## config.mk

```make
export PLATFORM = sky130hd
export DESIGN_NAME = pc_ras
export DESIGN_NICKNAME = d
export VERILOG_FILES = /design/src/rtl/pc_ras.sv
export SDC_FILE = /design/constraint.sdc
export NUM_CORES = 1
export LEC_CHECK = 0
export CORE_AREA = 2 2 84 86
export DETAILED_ROUTE_END_ITERATION = 6
export DIE_AREA = 0 0 86 88
export PLACE_DENSITY = 0.95
export SLEW_MARGIN = 5
export SYNTH_ARGS = -nofsm -noshare
export SYNTH_HDL_FRONTEND = slang
export SYNTH_SLANG_ARGS = --single-unit
```

## constraint.sdc

```tcl
create_clock -name clk -period 3.28 [get_ports clk]
set_input_delay 0.492 -clock clk [delete_from_list [all_inputs] [get_ports clk]]
set_output_delay 0.492 -clock clk [all_outputs]
set_load 0.01 [all_outputs]
```

## src/rtl/pc_ras.sv

```systemverilog
// rtl/pc_ras.sv - program counter with next-PC priority and optional return-address stack (macro PC_RAS_EN)
module pc_ras #(
  parameter int unsigned START_ADDR = 0,
  parameter int unsigned WIDTH      = 32,
  parameter int unsigned STEP       = 4,
  parameter int unsigned RAS_DEPTH  = 4
) (
  input  logic             clk,
  input  logic             reset,
  input  logic             stall,
  input  logic             branch_taken,
  input  logic [WIDTH-1:0] branch_target,
  input  logic             jump,
  input  logic             jal,
  input  logic [WIDTH-1:0] jump_target,
  input  logic             jr,
  input  logic [WIDTH-1:0] jr_target,
  output logic [WIDTH-1:0] pc_out,
  output logic             ras_empty,
  output logic             ras_full,
  output logic             ras_ovf
);

  localparam logic [WIDTH-1:0] START_W = WIDTH'(START_ADDR);
  localparam logic [WIDTH-1:0] STEP_W  = WIDTH'(STEP);

  logic [WIDTH-1:0] pc_next;
  logic [WIDTH-1:0] seq_pc;

  // Sequential successor; also the return address a jal pushes.
  assign seq_pc = pc_out + STEP_W;

`ifdef PC_RAS_EN
  localparam int PW = (RAS_DEPTH > 1) ? $clog2(RAS_DEPTH) : 1;
  localparam int CW = $clog2(RAS_DEPTH + 1);
  localparam logic [CW-1:0] DEPTH_C = CW'(RAS_DEPTH);

  // Circular storage: top points at the newest entry, so a push while full
  // naturally lands on the oldest slot.
  logic [WIDTH-1:0] ras_mem [RAS_DEPTH];
  logic [PW-1:0]    top;
  logic [CW-1:0]    cnt;
  logic [CW-1:0]    cnt_next;
  logic             push;
  logic             pop;
  logic             empty_q;
  logic             full_q;
  logic             ovf_q;

  // Next-PC selection with RAS: jr > jal/jump > branch > sequential.
  always_comb begin
    pc_next  = seq_pc;
    push     = 1'b0;
    pop      = 1'b0;
    cnt_next = cnt;
    if (jr) begin
      if (cnt != '0) begin
        pop      = 1'b1;
        pc_next  = ras_mem[top];
        cnt_next = cnt - CW'(1);
      end else begin
        pc_next  = jr_target;
      end
    end else if (jal || jump) begin
      pc_next = jump_target;
      if (jal) begin
        push = 1'b1;
        if (cnt != DEPTH_C) cnt_next = cnt + CW'(1);
      end
    end else if (branch_taken) begin
      pc_next = branch_target;
    end
  end

  // Stack entries carry no reset; they are unreachable while cnt is zero.
  always_ff @(posedge clk) begin
    if (!reset && !stall && push) ras_mem[top + PW'(1)] <= seq_pc;
  end

  // Stack pointer, occupancy and status flags; stall freezes all of them.
  always_ff @(posedge clk) begin
    if (reset) begin
      top     <= '0;
      cnt     <= '0;
      empty_q <= 1'b1;
      full_q  <= 1'b0;
      ovf_q   <= 1'b0;
    end else if (!stall) begin
      if (push) begin
        top <= top + PW'(1);
        if (cnt == DEPTH_C) ovf_q <= 1'b1;
      end else if (pop) begin
        top <= top - PW'(1);
      end
      cnt     <= cnt_next;
      empty_q <= (cnt_next == '0);
      full_q  <= (cnt_next == DEPTH_C);
    end
  end

  assign ras_empty = empty_q;
  assign ras_full  = full_q;
  assign ras_ovf   = ovf_q;
`else
  // Next-PC selection without RAS: jr always uses jr_target, jal acts as jump.
  always_comb begin
    pc_next = seq_pc;
    if (jr)                  pc_next = jr_target;
    else if (jal || jump)    pc_next = jump_target;
    else if (branch_taken)   pc_next = branch_target;
  end

  assign ras_empty = 1'b1;
  assign ras_full  = 1'b0;
  assign ras_ovf   = 1'b0;
`endif

  // PC register: reset wins over stall, stall holds.
  always_ff @(posedge clk) begin
    if (reset)       pc_out <= START_W;
    else if (!stall) pc_out <= pc_next;
  end

endmodule

```

## Word level (Yosys, flattened, before mapping)

Cells that the tools add are included.

| storage, ports and cells | value |
|---|---|
| register bits | 32 |
| latch bits | 0 |
| bits in writable memories | 0 |
| memory bits (read-only) | 0 |
| input port bits | 103 |
| memories kept | 0 |

| operators by class | value |
|---|---|
| add/sub/neg operators | 1 |
| multiply operators | 0 |
| divide/modulo/power cells | 0 |
| order comparisons | 0 |
| equality and inequality tests | 0 |
| shifts and indexed selects | 0 |
| muxes and demuxes | 3 |
| bitwise operators | 0 |
| reduce and logical (&&, ||, !) cells | 1 |

Operator list:

| cell | number |
|---|---|
| 32-bit two-way mux | 3 |
| 32-bit by 3-bit adder with 32-bit output (second input constant) | 1 |
| 1-bit logical OR | 1 |

## Depth between registers and ports, before layout

| depth | value |
|---|---|
| depth after elaboration | 4 |
| depth in mapped cells | 7 |
| mapped depth without buffers | 6 |

## Worst setup path before layout

OpenSTA, ideal clock, no wires.

| timing path | value |
|---|---|
| path kind | register to register |
| from | reg pc_out[2] |
| to | reg pc_out[28] |
| setup time | 0.135 ns |
| data arrival time | 1.732 ns |
| data required time | 3.145 ns |
| path slack | 1.413 ns |
| stages on the path, launching flop included | 8 |
| buffers on the path | 1 |
| clock period less this slack | 1.867 ns |
| cells stage by stage | dfxtp_1 -> ha_1 -> and4_1 -> buf_2 -> nand3_2 -> nor4_1 -> mux2i_1 -> o22ai_1 |

| between the ends | value |
|---|---|
| word-level cells in the longest chain between the ends | 4 |

Ends and longest elaborated chain:

| element | RTL line | source |
|---|---|---|
| from (decl) | 18 | `output logic [WIDTH-1:0] pc_out,` |
| from (signal assigned) | 121 | `else if (!stall) pc_out <= pc_next;` |
| 32-bit by 3-bit adder with 32-bit output | 31 | `assign seq_pc = pc_out + STEP_W;` |
| 32-bit two-way mux | 110 | `else if (branch_taken) pc_next = branch_target;` |
| 32-bit two-way mux | 109 | `else if (jal \|\| jump) pc_next = jump_target;` |
| 32-bit two-way mux | 108 | `if (jr) pc_next = jr_target;` |

No other way between the ends.
A chain may end at the register's enable or synchronous reset.

## Final worst setup path

| timing path | value |
|---|---|
| from | in jump |
| to | reg pc_out[20] |

| between the ends | value |
|---|---|
| word-level cells in the longest chain between the ends | 3 |

Ends and longest elaborated chain:

| element | RTL line | source |
|---|---|---|
| from (decl) | 13 | `input logic jump,` |
| 1-bit logical OR | 109 |  |
| 32-bit two-way mux | 109 |  |
| 32-bit two-way mux | 108 |  |

No other way between the ends.

==> results_dict.tcl <==
set metrics [dict create \
    run_status "finished clean" \
    rsz0062_at_grt "false" \
    first_pass_iters 7 \
    initial_core_util 0.4143 \
    grt_antenna_before_repair 0 \
    cp-start-kind "input port" \
    diodes 0 \
    drtIter0Drc 294 \
    hold_depth 2 \
    place_congestion 0.8710 \
    busiest_layer "met2" \
    grt_overflow 0 \
    finalHoldViolations 0 \
    drc 0 \
    yosysSeqAreaShare 0.2327 \
    cts_buffers 5 \
    fmax_mhz 432.8 \
    power_per_cell_area_nw_per_um2 283.2 \
    r2r_slack_ns 1.14 \
    globalRouteMet2Util 0.4461 \
    grtUsageMet1 0.3381 \
    endpoint_kind "register" \
    ys_types 57 \
    period_minus_slack_ns 2.311 \
    die_height_um 88 \
    io_buffers 134 \
    layout-drive-gt1-share 0.06090 \
    dieArea_um2 7568 \
    r2r-start "pc_out[2]$_SDFFE_PP0N_" \
    async_flop_share 0 \
    cts_resized 0 \
    hold_path_startpoint "pc_out[0]$_SDFFE_PP0P_" \
    ant_nets 0 \
    worstPathArrival_ns 2.49 \
    min_to "pc_out[0]$_SDFFE_PP0P_" \
    fp.dieW_um 86 \
    grt_pass1_vias 3516 \
    setup_viol 0 \
    ys_ff_latch 32 \
    path_clk_slew_ns 0.08 \
    htreeDepth 2 \
    grt_util_met3 0.04995 \
    syn_area_per_cell_um2 7.040 \
    power.leakage_nw 1.492 \
    r2r_cells 6 \
    grt_pass1_wl_um 16310 \
    grt_max_degree 40 \
    fin_crit_sh 0.7044 \
    cts_tree "built" \
    synthesis.instances 391 \
    io-pin-count 138 \
    cts-root-buf "clkbuf_8" \
    hold_class "reg -> reg" \
    worst_pin_slew_ns 0.7475 \
    r2r_end "pc_out[28]$_SDFFE_PP0N_" \
    rows 30 \
    ys.flop_type "dfxtp_1" \
    final.setup_skew_ns 0.008960 \
    synth_enable_flop_cells 0 \
    largest_reg_flops 32 \
    core_um2 6644 \
    cp.required_ns 3.46 \
    worstPathMaxFanout 33 \
    cts_setup_buffers 0 \
    area_delta_synth_final_pct 53.09 \
    clk_path_buf_depth 2 \
    tns_ns 0 \
    cts.sinks 32 \
    dpl.cell_count 581 \
    finalNetCount 612 \
    maxCapViolCount 0 \
    mappedNetlistArea_um2 2753 \
    track_usage 0.2657 \
    irDropWorstVdd_v 0.0001534 \
    place_hpwl_um 7430 \
    synth_warnings 0 \
    clock_latency_ns 0.28 \
    fin_util 0.6343 \
    path_class "in -> reg" \
    wl_per_cell_um 17.43 \
    cts_hold_buf 0 \
    maxSlewViolCount 0 \
    hold_slack_ns 0.5230 \
    avgViaCountPerCell 6.190 \
    largestRegisters "pc_out (32)" \
    wirelength_um 10270 \
    slew_headroom 0.4998 \
    regMostFlops "pc_out" \
    vias 3646 \
    fill_cells 600 \
    final_cell_count_no_fill 589 \
]
cell usage in the layout, fill, tap and decap left out, drive strengths merged, types with 8 or more instances in the layout:
master / n
o22ai: 8
nand2b: 9
a21oi: 26
nor2: 32
dfxtp: 32
buf: 11
nor3: 21
nand2: 35
and3: 13
xnor2: 8
a211oi: 8
o21ai: 35
clkdlybuf4s50: 134
nand3: 28
mux2i: 11
worst max path at each step:
stage / start / end / slack [ns] / depth (start not counted)
after floorplan: pc_out[2]$_SDFFE_PP0N_ / pc_out[28]$_SDFFE_PP0N_ / 1.41 / 7
after global placement: jump / pc_out[20]$_SDFFE_PP0N_ / 0.80 / 6
after detailed placement: jump / pc_out[20]$_SDFFE_PP0N_ / 0.71 / 6
after CTS: jump / pc_out[20]$_SDFFE_PP0N_ / 1.0 / 6
after global routing: jump / pc_out[29]$_SDFFE_PP0N_ / 0.88 / 5
final: jump / pc_out[20]$_SDFFE_PP0N_ / 0.97 / 6
kinds of logic after synthesis:
kind of cell	Yosys count	share of synthesized area
other cells	2	0.002728
flops	32	0.2327
simple gates	158	0.2936
compound gates	132	0.3218
fa+ha+maj	1	0.004545
xor+xnor	11	0.03500
buf+inv	44	0.06954
mux	11	0.04000
cell usage after synthesis, types with 8 or more instances:
library cell	instances	share of area
clkbuf_1	27	0.037
nor2_1	32	0.044
o22ai_1	8	0.018
nor3_1	20	0.036
and3_1	13	0.030
nand2_1	35	0.048
o21ai_0	35	0.064
dfxtp_1	32	0.23
mux2i_1	11	0.040
nand2b_1	9	0.020
a211oi_1	8	0.022
a21oi_1	25	0.045
nand3_1	27	0.049
xnor2_1	8	0.025
cell type report:
cell class,count,area [um^2],share of cell area
flip-flops and latches,32,640.6,0.1520
clock buffers,6,82.58,0.01960
clock inverters,2,10.01,0.002375
multi-input cells,316,1927,0.4572
repair buffers,145,1424,0.3379
inverters,8,30.03,0.007126
well taps,80,100.1,0.02375
metrics by stage:
| stage | setup WS [ns] | power (W) | cell area, um^2 |
|---|---|---|---|
| 6_report | 0.9694 | 0.001193 | 4214 |
| 4_1_cts | 0.9981 | 0.001190 | 4214 |
| 2_1_floorplan | 1.413 | 0.0006370 | 2756 |
| 5_1_grt | 0.8800 | 0.001250 | 4214 |
| 3_3_place_gp | 0.7964 | 0.0008600 | 4121 |
| 3_5_place_dp | 0.7145 | 0.0008734 | 4121 |
metal layers:
| layer | part of all wire | vias up |
|---|---|---|
| met5 | 0 | - |
| met4 | 0.025 | 0 |
| met3 | 0.10 | 40 |
| met2 | 0.48 | 248 |
| met1 | 0.39 | 1661 |
| li1 | - | 1697 |
critical path, stage by stage:
cell,delay [ns]
clkdlybuf4s50_1,0.47
or2_2,0.59
a211oi_1,0.42
o31a_1,0.20
nor2_1,0.04
o221a_2,0.27
report_power, final:
group	switching, W	internal [W]	leakage (nW)
clock network	0.000154	0.000168	0.0510
logic	0.000173	0.000234	1.18
registers	0.0000465	0.000418	0.265
No activity file was read; power rests on OpenSTA's default activity.
